==> config.mk <==
export PLATFORM = sky130hd
export DESIGN_NAME = alu_sequencer
export DESIGN_NICKNAME = d
export VERILOG_FILES = /design/src/rtl/alu_sequencer_pkg.sv /design/src/rtl/alu_iter_div.sv /design/src/rtl/alu_sequencer.sv
export SDC_FILE = /design/constraint.sdc
export NUM_CORES = 1
export LEC_CHECK = 0
export ABC_AREA = 1
export CORE_ASPECT_RATIO = 1.4
export CORE_MARGIN = 2
export CORE_UTILIZATION = 55
export CTS_CLUSTER_DIAMETER = 200
export DETAILED_ROUTE_END_ITERATION = 16
export GPL_ROUTABILITY_DRIVEN = 0
export PLACE_DENSITY = 0.77
export SKIP_CTS_REPAIR_TIMING = 1
export SYNTH_ARGS = -nofsm -noshare
export SYNTH_HDL_FRONTEND = slang
export SYNTH_SLANG_ARGS = --single-unit
==> constraint.sdc <==
create_clock -name clk -period 5.5 [get_ports clk]
set_clock_uncertainty 0.2 [all_clocks]
set_input_delay 1.1 -clock clk [delete_from_list [all_inputs] [get_ports clk]]
set_output_delay 1.1 -clock clk [all_outputs]
set_load 0.03 [all_outputs]
==> src/rtl/alu_sequencer_pkg.sv <==
// Shared opcode and FSM state encodings for the ALU command sequencer.
package alu_sequencer_pkg;

   typedef enum logic [3:0] {
      OpNop  = 4'd0,
      OpAdd  = 4'd1,
      OpSub  = 4'd2,
      OpMul  = 4'd3,
      OpDiv  = 4'd4,
      OpMod  = 4'd5,
      OpAnd  = 4'd6,
      OpOr   = 4'd7,
      OpXor  = 4'd8,
      OpNot  = 4'd9,
      OpNand = 4'd10,
      OpNor  = 4'd11,
      OpXnor = 4'd12,
      OpShl  = 4'd13,
      OpShr  = 4'd14,
      OpClr  = 4'd15
   } op_e;

   typedef enum logic [1:0] {
      StIdle,
      StMult,
      StDivd,
      StDone
   } state_e;

endpackage

==> src/rtl/alu_iter_div.sv <==
// Unsigned restoring divider: one quotient bit per cycle, WIDTH cycles after start_i.
module alu_iter_div #(
   parameter int unsigned WIDTH = 16
) (
   input  logic             clk_i,
   input  logic             rst_i,
   input  logic             start_i,
   input  logic [WIDTH-1:0] dividend_i,
   input  logic [WIDTH-1:0] divisor_i,
   output logic             done_o,
   output logic [WIDTH-1:0] quo_o,
   output logic [WIDTH-1:0] rem_o
);

   localparam int unsigned CntW = $clog2(WIDTH);

   logic [WIDTH-1:0] rem_q, rem_d;
   logic [WIDTH-1:0] quo_q, quo_d;
   logic [WIDTH-1:0] dvs_q, dvs_d;
   logic [CntW-1:0]  cnt_q, cnt_d;
   logic             active_q, active_d;
   logic [WIDTH:0]   trial;

   always_comb begin
      rem_d    = rem_q;
      quo_d    = quo_q;
      dvs_d    = dvs_q;
      cnt_d    = cnt_q;
      active_d = active_q;
      // Shift the next dividend bit into the partial remainder and try the subtraction.
      trial    = {rem_q, quo_q[WIDTH-1]} - {1'b0, dvs_q};
      if (start_i) begin
         rem_d    = '0;
         quo_d    = dividend_i;
         dvs_d    = divisor_i;
         cnt_d    = '0;
         active_d = 1'b1;
      end else if (active_q) begin
         if (!trial[WIDTH]) begin
            rem_d = trial[WIDTH-1:0];
            quo_d = {quo_q[WIDTH-2:0], 1'b1};
         end else begin
            rem_d = {rem_q[WIDTH-2:0], quo_q[WIDTH-1]};
            quo_d = {quo_q[WIDTH-2:0], 1'b0};
         end
         cnt_d = cnt_q + CntW'(1);
         if (cnt_q == CntW'(WIDTH - 1)) begin
            active_d = 1'b0;
         end
      end
   end

   always_ff @(posedge clk_i or posedge rst_i) begin
      if (rst_i) begin
         rem_q    <= '0;
         quo_q    <= '0;
         dvs_q    <= '0;
         cnt_q    <= '0;
         active_q <= 1'b0;
      end else begin
         rem_q    <= rem_d;
         quo_q    <= quo_d;
         dvs_q    <= dvs_d;
         cnt_q    <= cnt_d;
         active_q <= active_d;
      end
   end

   assign done_o = active_q && (cnt_q == CntW'(WIDTH - 1));
   assign quo_o  = quo_q;
   assign rem_o  = rem_q;

endmodule

==> src/rtl/alu_sequencer.sv <==
// Command-level ALU controller: single-cycle arithmetic/logic, iterative MUL and DIV/MOD.
module alu_sequencer
   import alu_sequencer_pkg::*;
#(
   parameter int unsigned WIDTH = 16
) (
   input  logic               clk,
   input  logic               rst,
   input  logic               cmd_valid,
   output logic               cmd_ready,
   input  logic [3:0]         cmd_op,
   input  logic [WIDTH-1:0]   cmd_a,
   input  logic [WIDTH-1:0]   cmd_b,
   input  logic               cmd_use_acc,
   output logic               res_valid,
   output logic [2*WIDTH-1:0] res_data,
   output logic               err_ovf,
   output logic               err_dz,
   output logic               busy
);

   localparam int unsigned ResW = 2 * WIDTH;
   localparam int unsigned CntW = $clog2(WIDTH);

   state_e            state_q, state_d;
   logic [WIDTH-1:0]  opa_q, opa_d;
   logic [WIDTH-1:0]  opb_q, opb_d;
   logic [CntW-1:0]   cnt_q, cnt_d;
   logic [ResW-1:0]   acc_q, acc_d;
   logic              ovf_pend_q, ovf_pend_d;
   logic              dz_pend_q, dz_pend_d;
   logic              is_div_q, is_div_d;
   logic              is_mod_q, is_mod_d;
   logic [ResW-1:0]   res_data_q, res_data_d;
   logic              res_valid_q, res_valid_d;
   logic              err_ovf_q, err_ovf_d;
   logic              err_dz_q, err_dz_d;

   op_e               op;
   logic              accept;
   logic [WIDTH-1:0]  a_in;
   logic [WIDTH-1:0]  b_eff;
   logic [WIDTH:0]    addsub;
   logic              ovf;
   logic [WIDTH-1:0]  f_logic;
   logic              div_start;
   logic              div_done;
   logic [WIDTH-1:0]  div_quo;
   logic [WIDTH-1:0]  div_rem;

   assign op     = op_e'(cmd_op);
   assign accept = cmd_valid && (state_q == StIdle);

   // SUB is A + ~B + 1; overflow is carry into the MSB xor carry out of it.
   always_comb begin
      a_in   = cmd_use_acc ? res_data_q[WIDTH-1:0] : cmd_a;
      b_eff  = (op == OpSub) ? ~cmd_b : cmd_b;
      addsub = {1'b0, a_in} + {1'b0, b_eff} + {{WIDTH{1'b0}}, (op == OpSub)};
      ovf    = (a_in[WIDTH-1] ^ b_eff[WIDTH-1] ^ addsub[WIDTH-1]) ^ addsub[WIDTH];
   end

   always_comb begin
      f_logic = '0;
      unique case (op)
         OpAnd:   f_logic = a_in & cmd_b;
         OpOr:    f_logic = a_in | cmd_b;
         OpXor:   f_logic = a_in ^ cmd_b;
         OpNot:   f_logic = ~a_in;
         OpNand:  f_logic = ~(a_in & cmd_b);
         OpNor:   f_logic = ~(a_in | cmd_b);
         OpXnor:  f_logic = ~(a_in ^ cmd_b);
         default: f_logic = '0;
      endcase
   end

   always_comb begin
      state_d     = state_q;
      opa_d       = opa_q;
      opb_d       = opb_q;
      cnt_d       = cnt_q;
      acc_d       = acc_q;
      ovf_pend_d  = ovf_pend_q;
      dz_pend_d   = dz_pend_q;
      is_div_d    = is_div_q;
      is_mod_d    = is_mod_q;
      res_data_d  = res_data_q;
      res_valid_d = 1'b0;
      err_ovf_d   = err_ovf_q;
      err_dz_d    = err_dz_q;
      div_start   = 1'b0;

      unique case (state_q)
         StIdle: begin
            if (accept) begin
               opa_d      = a_in;
               opb_d      = cmd_b;
               cnt_d      = '0;
               ovf_pend_d = 1'b0;
               dz_pend_d  = 1'b0;
               is_div_d   = 1'b0;
               is_mod_d   = (op == OpMod);
               state_d    = StDone;
               unique case (op)
                  OpNop: state_d = StIdle;
                  OpAdd, OpSub: begin
                     acc_d      = {{WIDTH{addsub[WIDTH-1]}}, addsub[WIDTH-1:0]};
                     ovf_pend_d = ovf;
                  end
                  OpMul: begin
                     acc_d   = '0;
                     state_d = StMult;
                  end
                  OpDiv, OpMod: begin
                     acc_d = '0;
                     if (cmd_b == '0) begin
                        dz_pend_d = 1'b1;
                     end else begin
                        div_start = 1'b1;
                        is_div_d  = 1'b1;
                        state_d   = StDivd;
                     end
                  end
                  OpShl: acc_d = {{WIDTH{1'b0}}, a_in} << cmd_b[CntW-1:0];
                  OpShr: acc_d = {{WIDTH{1'b0}}, a_in >> cmd_b[CntW-1:0]};
                  OpClr: begin
                     acc_d = '0;
                     opa_d = '0;
                     opb_d = '0;
                  end
                  default: acc_d = {{WIDTH{1'b0}}, f_logic};
               endcase
            end
         end
         StMult: begin
            if (opb_q[cnt_q]) begin
               acc_d = acc_q + ({{WIDTH{1'b0}}, opa_q} << cnt_q);
            end
            cnt_d = cnt_q + CntW'(1);
            if (cnt_q == CntW'(WIDTH - 1)) begin
               state_d = StDone;
            end
         end
         StDivd: begin
            if (div_done) begin
               state_d = StDone;
            end
         end
         StDone: begin
            if (is_div_q) begin
               res_data_d = {{WIDTH{1'b0}}, is_mod_q ? div_rem : div_quo};
            end else begin
               res_data_d = acc_q;
            end
            err_ovf_d   = ovf_pend_q;
            err_dz_d    = dz_pend_q;
            res_valid_d = 1'b1;
            state_d     = StIdle;
         end
         default: state_d = StIdle;
      endcase
   end

   always_ff @(posedge clk or posedge rst) begin
      if (rst) begin
         state_q     <= StIdle;
         opa_q       <= '0;
         opb_q       <= '0;
         cnt_q       <= '0;
         acc_q       <= '0;
         ovf_pend_q  <= 1'b0;
         dz_pend_q   <= 1'b0;
         is_div_q    <= 1'b0;
         is_mod_q    <= 1'b0;
         res_data_q  <= '0;
         res_valid_q <= 1'b0;
         err_ovf_q   <= 1'b0;
         err_dz_q    <= 1'b0;
      end else begin
         state_q     <= state_d;
         opa_q       <= opa_d;
         opb_q       <= opb_d;
         cnt_q       <= cnt_d;
         acc_q       <= acc_d;
         ovf_pend_q  <= ovf_pend_d;
         dz_pend_q   <= dz_pend_d;
         is_div_q    <= is_div_d;
         is_mod_q    <= is_mod_d;
         res_data_q  <= res_data_d;
         res_valid_q <= res_valid_d;
         err_ovf_q   <= err_ovf_d;
         err_dz_q    <= err_dz_d;
      end
   end

   alu_iter_div #(
      .WIDTH(WIDTH)
   ) u_div (
      .clk_i      (clk),
      .rst_i      (rst),
      .start_i    (div_start),
      .dividend_i (a_in),
      .divisor_i  (cmd_b),
      .done_o     (div_done),
      .quo_o      (div_quo),
      .rem_o      (div_rem)
   );

   assign cmd_ready = (state_q == StIdle);
   assign busy      = ~cmd_ready;
   assign res_valid = res_valid_q;
   assign res_data  = res_data_q;
   assign err_ovf   = err_ovf_q;
   assign err_dz    = err_dz_q;

endmodule

======== After elaboration in Yosys (flattened, before gate mapping) ========
Cells that the tools add are included.
W data, S select, Z words.
word-level totals
  output and inout port bits .............. 37
  register bits ........................... 162
  input bits .............................. 40
operators by class
  shift operators ......................... 3
  reductions and logical operators ........ 14
  multiplexer cells ....................... 40
  equality and inequality tests ........... 25
  bitwise logic cells ..................... 12
  $lt $le $gt $ge ......................... 1
  add/sub/neg operators ................... 6
operators with widths
  cell                   count
  $mux W16               10
  $pmux W32 S5           1
  $pmux W16 S7           1
  $mux W32               3
  $not A16 Y16           5
  $pmux W32 S2           1
  $shl A16 B4 Y32        2
  $eq A4 B4 Y1 const B   10
  $add A32 B32 Y32       1
  $add A16 B16 Y17       1
  $add A17 B1 Y17        1
  $sub A17 B16 Y17       1
  $and A16 B16 Y16       1
  $eq A4 B3 Y1 const B   4
  $logic_not A16 Y1      1
  $or A16 B16 Y16        1
  $shr A16 B4 Y16        1
  $xor A16 B16 Y16       1
  $mux W1                14
  $mux W4                3
  $add A4 B1 Y4 const B  2
  $eq A4 B2 Y1 const B   2
  $ne A2 B2 Y1 const B   4
  $pmux W2 S4            1
  other kinds (20)       29

======== Depth between registers and ports, before layout ========
Gate-level depths: netlist of the first run.
  depth after elaboration ................. 7
  gate-level depth with buffers ........... 26
  mapped depth without buffers ............ 24

======== Hierarchy ========
A second synthesis of the first run with hierarchy kept.
unflattened totals
  cell total of the unflattened synthesis .. 2392
  area total of the unflattened synthesis .. 15184.6 um2
modules (own cells, without submodules)
  module         seq. area each (um2)  times used  area an instance (um2)  cells an instance
  alu_sequencer  2727.6                1           11705.0                 1904
  alu_iter_div   1326.3                1           3479.6                  488

======== Worst setup path before layout of the first run ========
OpenSTA, ideal clock, no wires.
  path kind ............................... input to register
  from .................................... in cmd_op[2]
  to ...................................... reg acc_q[22]
  setup time .............................. 73 ps
  slack ................................... 1569 ps
  cell stages on the path ................. 20
  data required time ...................... 5227 ps
  arrival ................................. 3658 ps
  path through ............................ nor2_1 inv_1 nor2_1 buf_2 xor2_1 ha_1 nand2_1 inv_1 nand2_1 nand2_1 a21oi_1 nand2_2 nand2_2 nand2_2 nand2_2 nand3_4 buf_8 nand2_1 nand2_1 a21oi_2
on the way
  cells in the longest elaborated chain, start to end .. 7
  elaborated cells on any way between the ends .. 19
  classes of those cells .................. add/sub: 2; eq/ne: 9; mux: 4; reduce/logical: 4
ends and longest elaborated chain
  what                    RTL line                                                        source
  start: declaration      alu_sequencer.sv:11                                             input logic [3:0] cmd_op,
  $eq A4 B2 Y1            alu_sequencer.sv:57, alu_sequencer.sv:58, alu_sequencer.sv:103
  $mux W16                alu_sequencer.sv:57                                             b_eff = (op == OpSub) ? ~cmd_b : cmd_b;
  $add A16 B16 Y17        alu_sequencer.sv:58                                             addsub = {1'b0, a_in} + {1'b0, b_eff} + {{WIDTH{1'b0}}, (op == OpSub)};
  $add A17 B1 Y17         alu_sequencer.sv:58
  $pmux W32 S5            alu_sequencer.sv:103                                            unique case (op)
  $mux W32                alu_sequencer.sv:94                                             if (accept) begin
  $pmux W32 S2            alu_sequencer.sv:92                                             unique case (state_q)
  end signal: assignment  alu_sequencer.sv:169                                            acc_q <= '0;
  end signal: assignment  alu_sequencer.sv:183                                            acc_q <= acc_d;
  end: declaration        alu_sequencer.sv:29                                             logic [ResW-1:0] acc_q, acc_d;
Parallel ways exist; a longest one is shown, timed or not. The select of a mux whose other input is x is not followed.
A chain may end at the register's enable or synchronous reset.

======== Final worst setup path of the first run ========
  from .................................... reg cnt_q[1]
  to ...................................... reg acc_q[30]
on the way
  cells in the longest elaborated chain, start to end .. 4
  elaborated cells on any way between the ends .. 8
  classes of those cells .................. add/sub: 1; eq/ne: 1; shift: 1; mux: 4; reduce/logical: 1
ends and longest elaborated chain
  what                                               RTL line                                    source
  start: declaration                                 alu_sequencer.sv:28                         logic [CntW-1:0] cnt_q, cnt_d;
  start signal: assignment                           alu_sequencer.sv:182                        cnt_q <= cnt_d;
  $shl A16 B4 Y32 or $bmux W1 S4 (tied branches)     alu_sequencer.sv:136, alu_sequencer.sv:135
  $add A32 B32 Y32 or $mux W1 (tied branches)        alu_sequencer.sv:136, alu_sequencer.sv:135
  $mux W32 or $ne A2 B2 Y1 (tied branches)           --
  $pmux W32 S2 or $reduce_and A4 Y1 (tied branches)  --
Parallel ways exist; a longest one is shown, timed or not. The select of a mux whose other input is x is not followed.

==> results.cfg, run 1 <==
[critical_path]
crit_required_ns = 5.69
cp_max_fo = 25
reg2regPathDepth = 20
r2r_start = cnt_q[1]
criticalPathCategory = reg2reg
reg2reg_setup_slack_ns = 0.77
crit_arrival_ns = 4.92
timing.rr.end = acc_q[30]
worstSetupStartpointType = register
worstSetupEndpointType = register

[timing]
tns_ns = 0
relSlewSlack = 0.243
tightest_slew_ns = 1.14
period_share = 0.860
period_minus_slack_ns = 4.73
setup_ws_ns = 0.771
max_freq_mhz = 211
rsz0062_at_grt = no
hold_viol = 0
finalSetupViolations = 0
drv_slew = 0

[synthesis]
yosys_warnings = 0
async_flop_share = 1.00
ys_seq_elements = 162
synth_edf_count = 0
avgSynthCellArea_um2 = 6.44
synth.area.top_cells = dfrtp_1 27%, nand2_1 18%, ha_1 8.6%
yosys-top-cells-count = 699 x nand2_1, 240 x inv_1, 206 x o21ai_0
ys_seq_area_frac = 0.274
synth_cell_types = 52
synth_fp_nets = 2438
synth.most_common_cell = nand2_1
synth_largest_area_cell = dfrtp_1
netlist_area_um2 = 14800
synth_ff_type = dfrtp_1
synth_top_cell_area_share = 0.274
synth_cells = 2293

[route]
ant_nets = 0
wire_per_inst_um = 20.6
drt_iter0_drc = 2268
drc = 0
drt_pass1_iterations = 6
detail_route.wirelength_mm = 54.5
routed_via_density = 6.23
vias = 16500

[outcome]
outcome = finished, final reports clean

[floorplanning]
rows = 71
ioPinCount = 77
die_w_um = 142
dieArea_um2 = 28200
die_y_um = 198
start_util = 0.554
coreArea_um2 = 26700

[clocking]
cts_tree = built
root_buffer = clkbuf_16
clkLatencyLatePin_ns = 0.46
cts_num_sinks = 162
clockBufferDepth = 2
htreeDepth = 4
path_clk_slew_ns = 0.07
cts_made_buffers = 17

[power]
p_sw_frac = 0.556
comb_power_share = 0.655
powerDensity_nw_per_um2 = 643
peakVddDrop_v = 0.000703
p_leak_nw = 8.04
p_int_mw = 4.65
p_switching_mw = 5.83
p_seq_frac = 0.222
clkPwrFrac = 0.123

[hold_path]
hold_start = err_dz
hold_depth = 2
hold_path.class = reg2reg
hold_path_end = err_dz

[global_route]
grt_use_total = 0.388
grt_pass1_vias = 15500
grt_max_degree = 132
grt_pass1_wl_mm = 84.1
antenna_found_initial = 0
grt.overflow.total = 0

[finish]
nets = 2456
drive_gt1_frac = 0.0387
num_antenna_cells = 0
layout-area-overhead-vs-synth_pct = 10.3

[placement]
dp_slack_ns = 0.831
numPortBuffers = 76
place_hpwl_mm = 40.6

[flow_run]
drv_cap = 0
[area by class of cell]
type / count / area [µm²]
clock inverters: 15 / 194
fillers: 2491 / 10400
flip-flops and latches: 162 / 4050
repair buffers: 100 / 953
clock buffers: 17 / 425
inverters: 248 / 940
well taps: 328 / 410
multi-input cells: 1782 / 9310
[flip-flops by register name, summed over array words and instances (netlist names), 2 cells and up]
| register | cells |
|---|---|
| opa_q | 16 |
| state_q | 2 |
| u_div.quo_o | 16 |
| cnt_q | 4 |
| u_div.dvs_q | 16 |
| u_div.cnt_q | 4 |
| opb_q | 16 |
| acc_q | 32 |
| res_data | 32 |
| u_div.rem_o | 16 |
[layer usage]
layer,track usage,part of all wire,vias up
li1,-,-,7681
met1,0.466,0.37,7505
met2,0.602,0.44,1040
met3,0.0740,0.093,286
met4,0.312,0.099,0
met5,0,0,-
[critical path, cell delays in order, from the launching register on]
cell and delay [ns]:
dfrtp_1 0.83, inv_1 0.56, o21ai_0 0.30, inv_1 0.07, nand2_1 0.05, o21ai_0 0.14
nand2_1 0.12, o21ai_0 0.11, ha_1 0.38, a21oi_1 0.26, a21boi_0 0.68, nor2_1 0.08
nor2_1 0.20, inv_1 0.07, a21oi_1 0.17, nand2_1 0.08, nand2_1 0.07, nand3_1 0.06
nand2_1 0.09, nand2_1 0.05, nand2_1 0.09
[stage by stage]
stage / power (mW) / cells / util / area (µm²) / hold slack (ns)
floorplan: 6.97 / 2293 / - / 14800 / 0.247
detailed placement: 8.93 / 2620 / 0.588 / 15700 / 0.264
global placement: 8.77 / 2620 / 0.588 / 15700 / 0.262
CTS: 10.2 / 2652 / 0.611 / 16300 / 0.281
finish: 10.5 / 2652 / 0.611 / 16300 / 0.271
global route: 11.3 / 2652 / 0.611 / 16300 / 0.298
[kinds of logic after synthesis]
| group | synth area share |
|---|---|
| adder cells (fa/ha/maj) | 0.0905 |
| multiplexers | 0.00474 |
| AO/OA/AOI/OAI | 0.202 |
| buffers and inverters | 0.0956 |
| AND/OR/NAND/NOR | 0.315 |
| XOR/XNOR | 0.0178 |
| flip-flops | 0.274 |
[placed cells by master, fill, tap and decap left out, types with 22 or more instances in the layout]
master             n
nor3_1            22
a21oi_1          144
nor2_1           176
nand3_1          162
xor2_1            23
ha_1             102
o221ai_1          22
dfrtp_1          162
o21ai_0          205
o211ai_1          36
inv_1            239
nand2_1          699
nand4_1           25
clkdlybuf4s50_1   76
buf_4             23
o22ai_1           39
[worst max path at each step]
stage	cells past startpoint	slack, ns	end	startpoint
after floorplan	20	1.57	acc_q[22]	cmd_op[2]
after global placement	22	0.95	acc_q[25]	cmd_op[3]
after detailed placement	22	0.83	acc_q[24]	cmd_op[3]
after CTS	20	0.98	acc_q[30]	cnt_q[1]
after global routing	22	0.44	acc_q[30]	cnt_q[0]
final	20	0.77	acc_q[30]	cnt_q[1]
[power by group through the flow]
stage	combinational, mW	clock [mW]	sequential, mW
2_1_floorplan	4.75	0	2.22
3_3_place_gp	6.48	0	2.29
3_5_place_dp	6.63	0	2.30
4_1_cts	6.68	1.28	2.29
5_1_grt	7.57	1.33	2.37
6_report	6.86	1.29	2.32
No activity file was read; power rests on OpenSTA's default activity.
==> run 2, diff against run 1 <==
- DONT_BUFFER_PORTS: default -> 1
- PLACE_DENSITY: 0.77 -> 0.7
- clock period: 5.5 -> 5.2 ns (I/O delays scaled with it)
==> run 2 against run 1 <==
Net effect:
- sequential share of layout area is 1.3 points higher
- sequential power is 16% higher
- register-to-register slack worse by 0.34 ns
- worst setup slack worse by 0.34 ns
- global-route usage hardly changed
- combinational power is 2% lower
- clock-buffer cell count is 1 higher
- cell area is 5.0% lower
- critical path type unchanged
==> results.cfg, run 2 (synthesis results as in run 1) <==
[clocking]
cts_made_buffers = 17
clkLatencyLatePin_ns = 0.44
cts_num_sinks = 162
htreeDepth = 4
root_buffer = clkbuf_16
path_clk_slew_ns = 0.07
clockBufferDepth = 2
cts_tree = built

[finish]
layout-area-overhead-vs-synth_pct = 4.70
num-fill-cells = 2666
drive_gt1_frac = 0.0370
nets = 2373
layout_common_cells = 699 x nand2_1, 239 x inv_1, 205 x o21ai_0
final_cells = 2570
final_common_cell = nand2_1

[floorplanning]
coreArea_um2 = 26700
rows = 71
start_util = 0.554
ioPinCount = 77
dieArea_um2 = 28200
die_y_um = 198
die_w_um = 142

[route]
detail_route.wirelength_mm = 54.3
drt_iter0_drc = 2012
wire_per_inst_um = 21.1
drc = 0
drt_pass1_iterations = 9
vias = 16100
ant_nets = 0
routed_via_density = 6.28

[hold_path]
hold_depth = 2
hold_path_end = u_div.quo_o[12]
hold_path.class = reg2reg
hold_start = u_div.quo_o[11]

[global_route]
antenna_found_initial = 2
grt_pass1_vias = 15000
grt_use_total = 0.387
grt.overflow.total = 0
grt_max_degree = 125
grt_pass1_wl_mm = 83.8

[timing]
relSlewSlack = 0.189
tightest_slew_ns = 1.22
tns_ns = 0
max_freq_mhz = 210
rsz0062_at_grt = no
finalSetupViolations = 0
hold_viol = 0
drv_slew = 0
period_minus_slack_ns = 4.77
period_share = 0.917

[power]
p_leak_nw = 7.71
finalPower_mw = 10.7
peakVddDrop_v = 0.000627
powerDensity_nw_per_um2 = 694

[placement]
numPortBuffers = 0
dp_cells = 2537
place_hpwl_mm = 41.0

[critical_path]
worstSetupStartpointType = register
reg2reg_setup_slack_ns = 0.43
cp_max_fo = 25
timing.rr.end = acc_q[17]
crit_arrival_ns = 4.91
criticalPathCategory = reg2reg
crit_required_ns = 5.34
reg2regPathDepth = 19
r2r_start = cnt_q[1]
worstSetupEndpointType = register

[outcome]
outcome = finished, final reports clean

[flow_run]
drv_cap = 0
run 2: cell count changes in the layout (fill, tap and decap cells not counted), moves of 2 or more:
cell             delta
buf_4               -7
inv_6               -3
clkinvlp_4          +2
inv_8               +2
clkdlybuf4s50_1    -76
run 2: cell type report:
| class | instances | area (µm²) | share of cell area |
|---|---|---|---|
| Multi-Input combinational cell | 1782 | 9310 | 0.602 |
| Sequential cell | 162 | 4050 | 0.262 |
| Inverter | 248 | 940 | 0.0608 |
| Clock buffer | 18 | 439 | 0.0284 |
| Tap cell | 328 | 410 | 0.0265 |
| Clock inverter | 14 | 170 | 0.0110 |
| Timing Repair Buffer | 17 | 140 | 0.00906 |
| Antenna cell | 1 | 2.50 | 0.000162 |
run 2: power breakdown:
part / total [mW] / leakage [nW] / switching, mW / internal, mW
Combinational: 6.73 / 5.37 / 4.62 / 2.11
Sequential: 2.68 / 2.05 / 0.854 / 1.83
Clock: 1.31 / 0.293 / 0.614 / 0.700
run 2: routing by layer:
layer / GRT usage / part of all wire / vias up
met5: 0 / 0.00050 / -
met4: 0.278 / 0.088 / 4
met3: 0.0800 / 0.089 / 247
met2: 0.613 / 0.45 / 947
met1: 0.466 / 0.38 / 7414
li1: - / - / 7519
run 2: worst max path at each step:
stage	from	end	slack, ns	cells after the start
2_1_floorplan	cmd_op[2]	acc_q[22]	1.33	20
3_3_place_gp	cnt_q[0]	acc_q[17]	0.75	21
3_5_place_dp	cnt_q[0]	acc_q[17]	0.65	19
4_1_cts	cnt_q[0]	acc_q[17]	0.65	19
5_1_grt	cnt_q[0]	acc_q[17]	0.02	21
6_report	cnt_q[1]	acc_q[17]	0.43	19
run 2: critical path, cell delays in order (launching register included):
cell and delay [ns]:
dfrtp_1 0.82, inv_1 0.54, o21ai_0 0.32, inv_1 0.08, nand2_1 0.06, o21ai_0 0.14
nand2_1 0.13, o21ai_0 0.18, ha_1 0.43, nand2_1 0.13, nor2_1 0.22, nand2_1 0.07
o21ai_0 0.55, nand2_1 0.15, nand2_1 0.12, nand2_1 0.06, nand3_1 0.17, nand2_1 0.09
a21oi_1 0.15, nor2_1 0.05
run 2: through the flow:
stage / area, µm² / setup slack [ns] / hold slack (ns) / util
6_report: 15500 / 0.430 / 0.286 / 0.580
3_3_place_gp: 14900 / 0.746 / 0.263 / 0.557
5_1_grt: 15500 / 0.0168 / 0.314 / 0.580
2_1_floorplan: 14800 / 1.33 / 0.247 / -
4_1_cts: 15500 / 0.646 / 0.289 / 0.580
3_5_place_dp: 14900 / 0.652 / 0.272 / 0.557
